==> src/rtl/sr_pulse_ctrl.sv <==
// Purpose: turns two bouncy async buttons into clean, spaced, single-cycle set/reset/enable pulses for an SR latch.
// Latency: a held press emits its pulse 2+DEB_CYCLES edges after the first sampling edge.
// Backpressure: none; requests arriving mid-pulse are held as pending, and colliding requests are dropped with a conflict flag.
module sr_pulse_ctrl #(
    parameter int DEB_CYCLES = 4
) (
    input  logic clk,
    input  logic rst,
    input  logic btn_set,
    input  logic btn_clr,
    output logic s,
    output logic r,
    output logic en,
    output logic conflict
);

    localparam int CW = $clog2(DEB_CYCLES + 1);
    localparam logic [CW-1:0] CNT_LAST = CW'(DEB_CYCLES - 1);

    typedef enum logic [1:0] {
        IDLE    = 2'd0,
        PULSE_S = 2'd1,
        PULSE_R = 2'd2,
        GAP     = 2'd3
    } state_t;

    // Channel index 0 is set, index 1 is clear.
    logic [1:0]    raw;
    logic [1:0]    sync1_q;
    logic [1:0]    sync2_q;
    logic [1:0]    db_q;
    logic [1:0]    db_d;
    logic [1:0]    db_dly_q;
    logic [CW-1:0] cnt_q [2];
    logic [CW-1:0] cnt_d [2];
    logic [1:0]    req;
    logic [1:0]    eff;
    logic [1:0]    pend_q;
    logic [1:0]    pend_d;
    logic          conflict_q;
    logic          conflict_d;
    state_t        state_q;
    state_t        state_d;

    assign raw = {btn_clr, btn_set};

    // Two-flop synchronizers for both raw button inputs.
    always_ff @(posedge clk or posedge rst) begin
        if (rst) begin
            sync1_q <= '0;
            sync2_q <= '0;
        end else begin
            sync1_q <= raw;
            sync2_q <= sync1_q;
        end
    end

    // Debounce: a new synchronized level must persist DEB_CYCLES cycles before it is accepted.
    always_comb begin
        for (int i = 0; i < 2; i++) begin
            db_d[i]  = db_q[i];
            cnt_d[i] = '0;
            if (sync2_q[i] != db_q[i]) begin
                if (cnt_q[i] == CNT_LAST) begin
                    db_d[i] = sync2_q[i];
                end else begin
                    cnt_d[i] = cnt_q[i] + CW'(1);
                end
            end
        end
    end

    // Debounced levels, their counters and one-cycle history for edge detection.
    always_ff @(posedge clk or posedge rst) begin
        if (rst) begin
            db_q     <= '0;
            db_dly_q <= '0;
            cnt_q[0] <= '0;
            cnt_q[1] <= '0;
        end else begin
            db_q     <= db_d;
            db_dly_q <= db_q;
            cnt_q[0] <= cnt_d[0];
            cnt_q[1] <= cnt_d[1];
        end
    end

    // Only presses matter; releases are ignored.
    assign req = db_q & ~db_dly_q;
    assign eff = req | pend_q;

    // Next state: IDLE and GAP consume every outstanding request, pulses park new ones as pending.
    always_comb begin
        state_d    = state_q;
        pend_d     = pend_q;
        conflict_d = 1'b0;
        case (state_q)
            IDLE, GAP: begin
                pend_d = '0;
                if (eff == 2'b11) begin
                    state_d    = IDLE;
                    conflict_d = 1'b1;
                end else if (eff[0]) begin
                    state_d = PULSE_S;
                end else if (eff[1]) begin
                    state_d = PULSE_R;
                end else begin
                    state_d = IDLE;
                end
            end
            PULSE_S, PULSE_R: begin
                pend_d  = pend_q | req;
                state_d = GAP;
            end
            default: begin
                pend_d  = '0;
                state_d = IDLE;
            end
        endcase
    end

    // State, pending requests and conflict flag registers.
    always_ff @(posedge clk or posedge rst) begin
        if (rst) begin
            state_q    <= IDLE;
            pend_q     <= '0;
            conflict_q <= 1'b0;
        end else begin
            state_q    <= state_d;
            pend_q     <= pend_d;
            conflict_q <= conflict_d;
        end
    end

    // Moore outputs taken straight from registers so the latch sees glitch-free levels.
    assign s        = (state_q == PULSE_S);
    assign r        = (state_q == PULSE_R);
    assign en       = s | r;
    assign conflict = conflict_q;

endmodule

==> config.mk <==
export PLATFORM = sky130hd
export DESIGN_NAME = sr_pulse_ctrl
export DESIGN_NICKNAME = d
export VERILOG_FILES = /design/src/rtl/sr_pulse_ctrl.sv
export SDC_FILE = /design/constraint.sdc
export NUM_CORES = 1
export LEC_CHECK = 0
export CAP_MARGIN = 20
export CORE_MARGIN = 5
export CORE_UTILIZATION = 46
export CTS_CLUSTER_SIZE = 25
export DETAILED_ROUTE_END_ITERATION = 8
export PLACE_DENSITY_LB_ADDON = 0.1
export SLEW_MARGIN = 20
export SYNTH_ARGS = -nofsm -noshare
export SYNTH_HDL_FRONTEND = slang
export SYNTH_SLANG_ARGS = --single-unit
==> constraint.sdc <==
create_clock -name clk -period 1.1 [get_ports clk]
set_clock_uncertainty 0.05 [all_clocks]
set_input_delay 0.165 -clock clk [delete_from_list [all_inputs] [get_ports clk]]
set_output_delay 0.165 -clock clk [all_outputs]
set_load 0.02 [all_outputs]
# --- Yosys cells after proc, flatten, opt, wreduce, memory -nomap -nowiden ---
# Cells that the tools add are included.
op_classes:
  addsub: 2
  muxes: 11
  eq_ne: 8
  reduce_logical: 5
  n_bitwise: 4
op_table:
  columns: ["op", "count"]
  rows:
  - ["$mux 3", 4]
  - ["$pmux 2 s2", 2]
  - ["$add 3x1->3 const B", 2]
  - ["$eq 2x2->1 const B", 3]
  - ["$eq 3x2->1 const B", 2]
  - ["$mux 2", 3]
  - ["$reduce_and 2->1", 2]
  - ["$reduce_or 2->1", 2]
  - ["$and 2x2->2", 1]
  - ["$eq 2x1->1 const B", 1]
  - ["$logic_not 2->1", 1]
  - ["$mux 1", 2]
  - ["$ne 1x1->1", 2]
  - ["$not 2->2", 1]
  - ["$or 2x2->2", 1]
  - ["$or 1x1->1", 1]
totals:
  output_inout_bits: 4
  word_cells: 40
  input_bits: 4
  regBits: 19

# --- Logic depth before layout (Yosys ltp) ---
# Gate-level depths: netlist of the first run.
logic_depth:
  depth_word: 7
  ltp_mapped: 4
  ltp_nobuf: 4

# --- Least setup slack after synthesis of the first run ---
# Ideal clock, no wire load.
synth_timing:
  path_type: "register to register"
  startpoint: "reg state_q[0]"
  endpoint: "reg conflict_q (netlist: conflict)"
  path_buffers: 0
  stages_incl_launch_ff: 5
  period_less_slack_ns: 1.147
  setup_ns: 0.086
  t_arrival_ns: 1.011
  slack_ns: -0.047
  required_time_ns: 0.964
  path_cell_list: "dfrtp_1 > inv_1 > ha_1 > inv_1 > nor3_1"
synth_via:
  elab_chain_cells: 3
  word_cells_on_any_way: 4
  cone_classes: "eq/ne: 1; mux: 1; reduce/logical: 2"
synth_rtl:
  columns: ["element", "line_no", "rtl"]
  rows:
  - ["from (decl)", "42", "state_t state_q;"]
  - ["from (signal assigned)", "129", "state_q <= state_d;"]
  - ["$eq 2x2->1 or $logic_not 2->1 (tied branches)", "97", "case (state_q)"]
  - ["$reduce_or 2->1 *", "97", null]
  - ["$mux 1 *", "97", null]
  - ["via conflict_d", "41", "logic conflict_d;"]
  - ["to (signal assigned)", "131", "conflict_q <= conflict_d;"]
  - ["to (decl)", "40", "logic conflict_q;"]
# The timed path passes the listed nets; every way through them passes the cells marked *.
# A chain may end at the register's enable or synchronous reset.

# --- Worst setup path after layout of the first run ---
layout_timing:
  startpoint: "reg state_q[1]"
  endpoint: "out en"
layout_via:
  elab_chain_cells: 2
  word_cells_on_any_way: 3
  cone_classes: "eq/ne: 2; bitwise: 1"
layout_rtl:
  columns: ["element", "line_no", "rtl"]
  rows:
  - ["$eq 2x1->1 or $eq 2x2->1 (tied branches)", "136, 137", null]
  - ["$or 1x1->1 *", "138", "assign en = s | r;"]
  - ["to (decl)", "13", "output logic en,"]
# Every way passes the cells marked *; elsewhere a longest branch is shown, timed or not.

==> out/results.ini, run 1 <==
[grt]
grtUsageMet3_pct = 3.98
grt_max_degree = 20
grt-busiest-layer = met2
grt_remaining_overflow = 0
grt_util_met1_pct = 10.3
number_of_antenna_violations_at_the_first_check_in_global_routing = 0
globalRouteTotalUtil_pct = 10.3
grt_first_pass_wirelength_mm = 1.89
grt_util_met2_pct = 18.9
via_count_of_the_first_global_routing_pass = 460

[placed_design]
hpwl_um = 782
finalWeightedCongestion = 0.701
port_buffer_cells = 7
placed_cells = 76

[cells_and_area]
filler_cell_count = 113
finish.net_count = 79
final_core_utilization_pct = 67.0
antenna_cells = 0
layoutNonFillerInstCount = 86
areaGrowthSynthToFinish_pct = 42.0
proportion_of_layout_cells_with_a_drive_suffix_above_1_pct = 52.9

[timing]
maxClockFrequency_ghz = 0.731
postLayoutSetupSlackWorst_ns = -0.267
maxSlewHeadroom_pct = 77.9
post-route-period-util_pct = 124
final-hold-violation-count = 0
setup_violation_total_in_the_final_timing_report = 6
tightest_slew_ns = 0.329
rsz_0062_raised_after_global_routing = true
final_period_minus_worst_setup_slack_ns = 1.37
timing_max_transition_violations_final = 0

[routing]
vias = 423
drt_iter0_markers = 0
drc = 0
postRouteAntennaNets = 0
finalWirelength_mm = 1.12
route.detailed.wl_per_inst_um = 13.0
post_drt_via_cell_ratio = 4.92
drt_pass_1_iters = 1

[logic_synthesis]
synth_top_cell_area_share_pct = 68.5
synth_edf_count = 0
ys_types = 14
mappedNetlistNets = 56
yosys_warnings = 0
synthArstFlopShare_pct = 100
ys_seq_elements = 19
syn-mean-instance-area_um2 = 14.5
synthMostInstantiatedCell = dfrtp_1
synth_top_cell_by_area = dfrtp_1
synth_top_cells_by_area = dfrtp_1, ha_1, nor3b_1
instance_count_of_the_mapped_netlist = 48
synthTopCellsByCount = dfrtp_1, ha_1, inv_1, nor2_1, nor3b_1
sequential_element_share_of_the_synthesized_area_pct = 68.5
syn-cell-area_um2 = 694
predominant_post_synthesis_flop_cell = dfrtp_1

[worst_setup_path]
crit_path_start_kind = flip-flop
cp_slowest_cell = dfrtp_1
critical_path_peak_fanout = 2
timing.reg2reg.worst_path_depth = 3
worst_ep_required_time_ns = 0.88
crit_chain = ha_4, inv_2, buf_6
critPathMaxStageDelay_ns = 0.42
r2r_slack_ns = -0.07
cp.arrival_ns = 1.15
endpoint_kind = primary output
crit_type = flip-flop to primary output

[floorplan]
floorplan_die_area_mm2 = 0.00239
fp.coreArea_mm2 = 0.00147
starting_density_pct = 47.2
std_cell_rows = 14
pin_count = 8
die_height_um = 48.9
die_w_um = 48.9

[outcome]
violated_checks = setup timing
result_of_the_run = finished, violations left

[clock_network]
cts-root-to-sink-buffers = 2
cts_tree = built
clock_sinks = 19
clk_transition_reported_paths_ns = 0.11
cts.htree.levels = 1
cts-root-buf = clkbuf_4
cts_buffers = 3
clk_latency_ns = 0.29

[worst_hold_path]
hp-class = primary input to asynchronous set/reset pin

[power_and_ir_drop]
power_density_mw_per_mm2 = 2800
leakage_nw = 0.471
power.ir.vdd_worst_v = 0.00163

[run]
maxCapViolCount = 0

==> worst max-delay path: cells and delay by family (launching register included) <==
family                   cells  cell delay (ns)
flip-flops                   1             0.42
adder cells (fa/ha/maj)      1             0.28
buffers and inverters        2             0.16
==> sequential cells by signal (all words and copies together), names as in the netlist <==
| register | cells |
|---|---|
| cnt_q | 6 |
| db_dly_q | 2 |
| db_q | 2 |
| pend_q | 2 |
| state_q | 2 |
| sync1_q | 2 |
| sync2_q | 2 |
| conflict | 1 |
==> layout by cell type (no fill, tap or decap), drive strengths merged <==
master / n
clkdlybuf4s50: 3
o31ai: 2
xnor2: 2
and3b: 1
ha: 4
nor3: 2
nor3b: 4
buf: 15
clkbuf: 3
and2b: 2
mux2: 2
clkinv: 1
inv: 4
nand2b: 1
nor2b: 1
dfrtp: 19
nor2: 4
==> worst paths after layout <==
kind,start,end
worst min register to register,sync1_q[0],sync2_q[0]
worst max-delay path,state_q[1],en
worst min-delay path,rst,cnt_q[1]
min in group clk,btn_clr,sync1_q[1]
max in group asynchronous,rst,db_q[1]
worst max register to register,cnt_q[3],db_q[0]
==> per-layer routing <==
metal | vias to the layer above | routed length (µm)
met5 | - | 0
met4 | 0 | 0
met3 | 0 | 48
met2 | 7 | 639
met1 | 212 | 431
li1 | 204 | -
==> through the flow <==
stage	setup TNS (ns)	worst slack, ns	hold slack, ns	cell area, µm²	power, W
floorplan	-0.0155	-0.0118	0.0661	712	0.00166
global placement	-1.02	-0.432	0.282	840	0.00197
detailed placement	-1.20	-0.477	0.296	840	0.00207
CTS	-0.750	-0.273	0.138	931	0.00263
global route	-1.03	-0.314	0.155	986	0.00296
finish	-0.721	-0.267	0.137	986	0.00276
==> repair_timing <==
action	CTS	global route
resized for setup	29	7
hold buffers	0	0
endpoints found under the setup margin	9	14
pin swaps	3	4
buffers inserted	3	4
==> power breakdown <==
part | leakage (nW) | internal, W | switching, W
combinational | 0.218 | 0.000765 | 0.000592
sequential | 0.235 | 0.000919 | 0.000148
clock | 0.0177 | 0.000135 | 0.000203
==> final cells by class <==
| class | instances | area (µm²) | area share, % |
|---|---|---|---|
| sequential | 19 | 477 | 48.4 |
| multi-input combinational | 25 | 292 | 29.6 |
| timing repair buffer | 18 | 155 | 15.7 |
| clock buffer | 3 | 22.5 | 2.28 |
| tap | 16 | 20.0 | 2.03 |
| inverter | 4 | 15.0 | 1.52 |
| clock inverter | 1 | 5.00 | 0.508 |
==> logic make-up (layout without fill, tap and decap cells) <==
group | Yosys count | in the layout | synth area share [%]
flops | 19 | 19 | 68.5
xor+xnor | 2 | 2 | 2.52
buf+inv | 4 | 26 | 2.16
simple gates | 15 | 15 | 13.5
fa+ha+maj | 4 | 4 | 7.21
mux | 2 | 2 | 3.24
compound gates | 2 | 2 | 2.88
Power figures use the tool's default switching activity.
==> run 2: changes to the inputs <==
CORE_UTILIZATION = 35   (was 46)
PLACE_DENSITY_LB_ADDON = 0.08   (was 0.1)
==> out/results.ini, run 2 (same netlist as run 1, synthesis figures left out) <==
[power_and_ir_drop]
power.ir.vdd_worst_v = 0.00141  ; was 0.00163 V
total_power_w = 0.00281  ; was 0.00276 W
power_density_mw_per_mm2 = 2750  ; was 2800 mW/mm²
leakage_nw = 0.471  ; about the same

[floorplan]
fp.coreArea_mm2 = 0.00192  ; was 0.00147 mm²
floorplan_die_area_mm2 = 0.00297  ; was 0.00239 mm²
die_height_um = 54.5  ; was 48.9 µm
starting_density_pct = 36.1  ; was 47.2%
die_w_um = 54.5  ; was 48.9 µm
std_cell_rows = 16  ; was 14
pin_count = 8  ; unchanged

[clock_network]
cts_buffers = 3  ; unchanged
clk_transition_reported_paths_ns = 0.10  ; was 0.11 ns
cts-root-to-sink-buffers = 2  ; unchanged
clk_latency_ns = 0.29  ; about the same
cts.htree.levels = 1  ; unchanged
cts-root-buf = clkbuf_4  ; unchanged
clock_sinks = 19  ; unchanged
cts_tree = built  ; unchanged

[timing]
post-route-period-util_pct = 123  ; was 124%
maxSlewHeadroom_pct = 84.1  ; was 77.9%
maxClockFrequency_ghz = 0.737  ; was 0.731 GHz
timing_max_transition_violations_final = 0  ; unchanged
setup_violation_total_in_the_final_timing_report = 6  ; unchanged
final_period_minus_worst_setup_slack_ns = 1.36  ; was 1.37 ns
postLayoutSetupSlackWorst_ns = -0.257  ; was -0.267 ns
rsz_0062_raised_after_global_routing = true  ; unchanged
tightest_slew_ns = 0.238  ; was 0.329 ns
final-hold-violation-count = 0  ; unchanged

[placed_design]
port_buffer_cells = 7  ; unchanged
finalWeightedCongestion = 0.691  ; was 0.701
dp_worst_setup_slack_ns = -0.458  ; was -0.477 ns
hpwl_um = 684  ; was 782 µm

[worst_setup_path]
r2r_end = db_q[0]  ; unchanged
cp_slowest_cell = dfrtp_1  ; unchanged
crit_type = flip-flop to primary output  ; unchanged
worst_ep_required_time_ns = 0.88  ; about the same
endpoint_kind = primary output  ; unchanged
crit_chain = ha_4, inv_2, buf_6  ; unchanged
crit_family = flip-flops  ; unchanged
critical_path_peak_fanout = 2  ; unchanged
timing.reg2reg.worst_path_depth = 3  ; unchanged
critical_path.reg2reg.startpoint = cnt_q[3]  ; unchanged
crit_path_start_kind = flip-flop  ; unchanged
r2r_slack_ns = -0.07  ; about the same
path_buf_inv = 2  ; unchanged
cp.arrival_ns = 1.14  ; was 1.15 ns
critPathMaxStageDelay_ns = 0.42  ; about the same
timing.critical_path.depth = 3  ; unchanged

[routing]
drt_pass_1_iters = 2  ; was 1
post_drt_via_cell_ratio = 4.17  ; was 4.92
drc = 0  ; unchanged
drt_iter0_markers = 3  ; was 0
finalWirelength_mm = 1.02  ; was 1.12 mm
postRouteAntennaNets = 0  ; unchanged
vias = 396  ; was 423
route.detailed.wl_per_inst_um = 10.8  ; was 13.0 µm

[grt]
number_of_antenna_violations_at_the_first_check_in_global_routing = 0  ; unchanged
globalRouteTotalUtil_pct = 9.42  ; was 10.3%
via_count_of_the_first_global_routing_pass = 416  ; was 460
grt_remaining_overflow = 0  ; unchanged
grt_first_pass_wirelength_mm = 1.84  ; was 1.89 mm
grt_max_degree = 20  ; unchanged

[cells_and_area]
largest_register_ffs = 6  ; unchanged
final_cell_mix = dfrtp_1, buf_4, buf_6  ; unchanged
filler_cell_count = 169  ; was 113
finish.net_count = 77  ; was 79
antenna_cells = 0  ; unchanged
final_common_cell = dfrtp_1  ; unchanged
registers.top_by_ff_count = cnt_q  ; unchanged
areaGrowthSynthToFinish_pct = 46.8  ; was 42.0%
proportion_of_layout_cells_with_a_drive_suffix_above_1_pct = 52.9  ; about the same

[outcome]
result_of_the_run = finished, violations left  ; unchanged
violated_checks = setup timing  ; unchanged

[run]
maxCapViolCount = 0  ; unchanged

[worst_hold_path]
hp-class = primary input to asynchronous set/reset pin  ; unchanged

run 2: area by class of cell:
class | instances | area (µm²) | share of cell area, %
timing repair buffer | 16 | 153 | 15.0
sequential | 19 | 477 | 46.7
multi-input combinational | 25 | 315 | 30.9
inverter | 4 | 15.0 | 1.47
clock buffer | 4 | 26.3 | 2.58
tap | 27 | 33.8 | 3.31
run 2: power breakdown:
group / internal (W) / total, W / leakage [nW] / switching, W
registers: 0.000919 / 0.00107 / 0.235 / 0.000149
clock network: 0.000141 / 0.000333 / 0.0150 / 0.000192
logic: 0.000775 / 0.00141 / 0.220 / 0.000632
total: 0.00184 / 0.00281 / 0.471 / 0.000974
run 2: repair_timing:
| item | CTS | global route |
|---|---|---|
| hold buffers | 0 | 0 |
| setup endpoints to repair | 9 | 13 |
| buffers inserted | 2 | 1 |
| pin swaps | 3 | 3 |
| resized for setup | 33 | 9 |
run 2: worst max path at each step:
stage	startpoint	to
finish	state_q[1]	en
global route	state_q[1]	en
CTS	state_q[1]	en
detailed placement	state_q[0]	en
global placement	state_q[0]	en
floorplan	cnt_q[3]	db_q[0]
run 2: tightest hold or removal path: stages:
cell and delay [ns]:
clkdlybuf4s50_1 0.39, inv_1 0.09, buf_12 0.16
run 2: routing by layer:
layer	vias up	global-route usage (%)	routed length, µm
li1	200	-	-
met1	186	11.1	420
met2	8	13.7	547
met3	2	3.27	40
met4	0	7.47	14
met5	-	0	0
run 2: through the flow:
step                      util [%]  instances  TNS, ns  cell area [µm²]  hold slack [ns]
after floorplan                  -         48  -0.0155              712           0.0661
after global routing          53.1         95    -1.06             1020            0.132
final                         53.1         95   -0.699             1020            0.120
after CTS                     51.2         95   -0.812              983            0.111
after global placement        45.8         89    -1.15              881            0.284
after detailed placement      45.8         89    -1.20              881            0.285
